**config.mk**
```make
export PLATFORM = sky130hd
export DESIGN_NAME = acc
export DESIGN_NICKNAME = d
export VERILOG_FILES = /design/src/rtl/acc_pkg.sv /design/src/rtl/acc.sv
export SDC_FILE = /design/constraint.sdc
export NUM_CORES = 1
export LEC_CHECK = 0
export BUFFER_PORTS_ARGS = -buffer_cell sky130_fd_sc_hd__clkbuf_2
export CORE_AREA = 2 2 39 41
export CTS_BUF_LIST = sky130_fd_sc_hd__clkbuf_4
export DETAILED_ROUTE_END_ITERATION = 7
export DIE_AREA = 0 0 41 43
export SYNTH_ARGS = -nofsm -noshare
export SYNTH_HDL_FRONTEND = slang
export SYNTH_SLANG_ARGS = --single-unit
```
**constraint.sdc**
```tcl
create_clock -name clk -period 1.3 [get_ports clk]
set_input_delay 0.325 -clock clk [delete_from_list [all_inputs] [get_ports clk]]
set_output_delay 0.325 -clock clk [all_outputs]
set_load 0.1 [all_outputs]
```
**src/rtl/acc_pkg.sv**
```systemverilog
// Shared constants for the shift-and-add multiplier: operand/register widths
// and the control FSM state encodings used by the upstream controller.
package acc_pkg;

  localparam int unsigned N     = 4;
  localparam int unsigned WIDTH = 2 * N + 1;

  // Control FSM state encodings (consumed by the multiplier controller)
  localparam int unsigned ST_W  = 2;
  localparam logic [ST_W-1:0] ST_IDLE  = 2'd0;
  localparam logic [ST_W-1:0] ST_TEST  = 2'd1;
  localparam logic [ST_W-1:0] ST_ADD   = 2'd2;
  localparam logic [ST_W-1:0] ST_SHIFT = 2'd3;

endpackage : acc_pkg

```
**src/rtl/acc.sv**
```systemverilog
// Accumulator register of the shift-and-add multiplier.
// Upper field [WIDTH-1:N] holds the partial product (sum + carry), lower field
// [N-1:0] holds the multiplier bits still to be consumed.
// Ports:
//   clk      rising-edge clock
//   rst      synchronous active-high reset (clears register)
//   load     parallel load of all WIDTH bits from entrada
//   ad       load upper field from entrada[WIDTH-1:N], lower field kept
//   sh       logical right shift by one, MSB zero-filled
//   entrada  data input (operand on load, adder sum on ad)
//   saida    register contents, straight from the flops
module acc
  import acc_pkg::*;
#(
  parameter int unsigned P_N     = N,
  parameter int unsigned P_WIDTH = 2 * P_N + 1
) (
  input  logic               clk,
  input  logic               rst,
  input  logic               load,
  input  logic               sh,
  input  logic               ad,
  input  logic [P_WIDTH-1:0] entrada,
  output logic [P_WIDTH-1:0] saida
);

  logic [P_WIDTH-1:0] r_acc;

  // Prioritised update: rst > load > ad > sh > hold
  always_ff @(posedge clk) begin
    if (rst) begin
      r_acc <= '0;
    end else if (load) begin
      r_acc <= entrada;
    end else if (ad) begin
      r_acc[P_WIDTH-1:P_N] <= entrada[P_WIDTH-1:P_N];
    end else if (sh) begin
      r_acc <= {1'b0, r_acc[P_WIDTH-1:1]};
    end
  end

  assign saida = r_acc;

endmodule : acc

```
# ---- After elaboration in Yosys (flattened, before gate mapping)
# Index checks and enable logic that the tools add are counted.
# Widths: inputs -> output; s select.
dict set report classes {
  n_addsub 0
  mul 0
  div 0
  order_cmp 0
  n_eq_ne 1
  shifts 0
  muxes 4
  bitwise 0
  reduce_logical 3
}
# operator n
set ops {}
lappend ops {{$mux 9} 2}
lappend ops {{$mux 5} 1}
lappend ops {{$mux 4} 1}
lappend ops {{$reduce_bool 3->1} 1}
lappend ops {{$ne 2x2->1 const B} 1}
lappend ops {{$reduce_and 2->1} 1}
lappend ops {{$reduce_bool 2->1} 1}
dict set report word_totals {
  regBits 9
  latchBits 0
  mem_bits_rw 0
  mem_bits_ro 0
  in_bits 14
  out_inout_bits 9
  wordCells 10
  n_memories 0
}

# ---- Depth between registers and ports, before layout
dict set report depth {
  ltp_word 3
  mapped_depth 5
  mapped_depth_nobuf 3
}

# ---- Worst setup path before layout
# No wires, ideal clock.
dict set report synth_path {
  path_type {flip-flop to flip-flop}
  startpoint {reg r_acc[1] (netlist: saida[1])}
  endpoint {reg r_acc[0] (netlist: saida[0])}
  setup_ns 0.103
  arrival_ns 1.448
  required_ns 1.197
  setup_slack_ns -0.252
  stages_incl_launch_ff 3
  n_path_buf 0
  period_less_slack_ns 1.552
  cell_sequence {dfxtp_1 > nor2_1 > a2111oi_2}
}
dict set report synth_via {
  elab_chain_cells 3
}
# item line_no
set synth_lines {}
lappend synth_lines {{from (decl)} acc.sv:27} ;# logic [P_WIDTH-1:0] r_acc;
lappend synth_lines {{from (signal assigned)} acc.sv:34} ;# r_acc <= entrada;
lappend synth_lines {{from (signal, indexed assignment)} acc.sv:36} ;# r_acc[P_WIDTH-1:P_N] <= entrada[P_WIDTH-1:P_N];
lappend synth_lines {{from (signal assigned)} acc.sv:38} ;# r_acc <= {1'b0, r_acc[P_WIDTH-1:1]};
lappend synth_lines {{$mux 9} acc.sv:37} ;# end else if (sh) begin
lappend synth_lines {{$mux 4} acc.sv:35} ;# end else if (ad) begin
lappend synth_lines {{$mux 9} acc.sv:33} ;# end else if (load) begin
# No other way between the ends. The select of a mux whose other input is x is not followed.
# A chain may end at the register's enable or synchronous reset.

# ---- Final worst setup path
dict set report layout_path {
  startpoint {reg r_acc[0] (netlist: saida[0])}
  endpoint {out saida[0]}
}
# item line_no
set layout_lines {}
lappend layout_lines {{to (decl)} acc.sv:24} ;# output logic [P_WIDTH-1:0] saida
# No word-level cell between the ends.

==> flow_summary.ini <==
[clock_tree]
cts-root-buf = clkbuf_4
cts_made_buffers = 3
cts_buffer_depth = 2
clk_pin_slew_ps = 60
cts_tree = built
cts.repair.resized = 0
cts_max_level = 1
clk_latency_ps = 250
cts.sinks = 9
cts_hold_buffers = 0
post-cts-setup-buffer-count = 0

[logic_synthesis]
yosys_warnings = 0
postSynthCellCount = 46
synthTopCellsByArea = dfxtp_1, a2111oi_2, mux2i_1
syn_nets = 60
ys_seq_area_frac = 0.391
ys_ff_latch = 9
synth_area_um2 = 460
synth_top_area_share = 0.391
yosysTopAreaCell = dfxtp_1
ys_types = 18
avgSynthCellArea_um2 = 10.0

[global_route]
overflow = 0
grt_max_degree = 15
grt_pass1_vias = 366
antenna_found_initial = 0
grt_pass1_wl_um = 1570
grt_util_all_layers = 0.133

[pwr]
p_leak_uw = 0.000312
combPwrFrac = 0.375
peakVddDrop_uv = 724
internal-power_uw = 567
p_sw_uw = 329
p_per_area_nw_per_um2 = 1210
power_frac_clock = 0.258
seqPwrFrac = 0.367
swShare = 0.367

[die]
die_w_um = 41
die_h_um = 43
initial_core_util = 0.333
boundaryPins = 23
rows = 14
coreArea_um2 = 1380
dieArea_um2 = 1760

[sta]
skew_ps = 3.56
period_minus_slack_ps = 1170
rsz0062_at_grt = false
tightest_slew_ps = 371
maxSlewHeadroom = 0.753
finalSetupViolations = 0
fin_crit_sh = 0.900
fin_tns_setup_ps = 0
holdWs_ps = 306
maxSlewViolCount = 0
hold_viol_final = 0
fmax_mhz = 855

[worst_setup_path]
path_class = register to output port
cp-end-kind = output port
path_buf_inv = 1
critPathArrivalTime_ps = 840
critical-path-top-delay-family = flip-flops
slowest_delay_ps = 400
critPathMaxFanout = 2
start_kind = register
cp_cell_sequence = buf_12
cpMaxStageDelayCell = dfxtp_1
crit_path_start = saida[0]
required_ps = 980
worst_r2r_startpoint = saida[3]

[finish]
fin_nets = 84
largest_reg_flops = 9
layout-drive-gt1-share = 0.609
antenna_cells = 0
syn_to_final_growth_pct = 61.1

[placement]
port_buffers = 22
dp_hpwl_um = 730
gp_routability_congestion = 0.699

[drt]
drc = 0
drt_iter0_markers = 2
wirelength_um = 957
num_vias = 401
detail-route-antenna-nets = 0
detail_route.vias_per_cell = 4.72
drt_pre_antenna_iters = 2
post_drt_wl_per_cell_um = 11.3

[min_path]
holdCritStartpoint = entrada[3]
hp-class = input port to register

[status]
status = complete, no violations

[flow_run]
maxCapViolations = 0
Yosys cell counts (all sizes together):
library cell,n
a2111oi,4
a211oi,4
a21oi,1
buf,4
dfxtp,9
inv,1
mux2i,4
nand3b,1
nor2,8
nor2b,4
nor3,4
nor3b,1
o21ai,1
power groups by stage:
stage	clock, uW	sequential [uW]	combinational, uW
after floorplan	0	473	75.5
after global placement	0	335	335
after detailed placement	0	335	337
after CTS	239	329	338
after global routing	264	332	350
final	232	329	336
layer usage:
layer / up-vias / GRT usage / routed length (um)
met1: 178 / 0.199 / 460
met3: 0 / 0.0471 / 39
li1: 213 / - / -
met5: - / 0 / 0
met4: 0 / 0.0800 / 0
met2: 10 / 0.156 / 457
cell usage in the layout (no fill, tap or decap), drive strengths merged:
| master | netlist | layout |
|---|---|---|
| a2111oi | 4 | 4 |
| a211oi | 4 | 4 |
| a21oi | 1 | 1 |
| buf | 4 | 10 |
| clkbuf | 0 | 17 |
| dfxtp | 9 | 9 |
| inv | 1 | 1 |
| mux2i | 4 | 4 |
| nand3b | 1 | 1 |
| nor2 | 8 | 8 |
| nor2b | 4 | 4 |
| nor3 | 4 | 4 |
| nor3b | 1 | 1 |
| o21ai | 1 | 1 |
logic make-up after synthesis:
logic type / synth area share
and+or+nand+nor: 0.228
AOI/OAI and AO/OA: 0.217
DFF: 0.391
buffers and inverters: 0.0761
muxes: 0.0870
final timing paths:
path / endpoint / slack (ps) / cells past startpoint
worst max-delay path: saida[0] / 130 / 1
worst min-delay path: saida[3] / 310 / 3
worst max register to register: saida[2] / 410 / 2
worst min register to register: saida[8] / 520 / 2
cell type report:
| class | count | area [um2] |
|---|---|---|
| clock buffer | 4 | 30.0 |
| fill | 124 | 642 |
| inverter | 1 | 3.75 |
| multi-input combinational | 32 | 245 |
| sequential | 9 | 190 |
| tap | 16 | 20.0 |
| timing repair buffer | 23 | 253 |
per-stage QoR:
step | instances | power, uW | util | area (um2) | setup WS, ps
global route | 85 | 945 | 0.536 | 742 | 86.3
detailed placement | 81 | 672 | 0.514 | 712 | 57.0
floorplan | 46 | 549 | - | 470 | -176
finish | 85 | 897 | 0.536 | 742 | 130
global placement | 81 | 670 | 0.514 | 712 | 74.8
CTS | 85 | 906 | 0.536 | 742 | 122
Power figures use the tool's default switching activity.
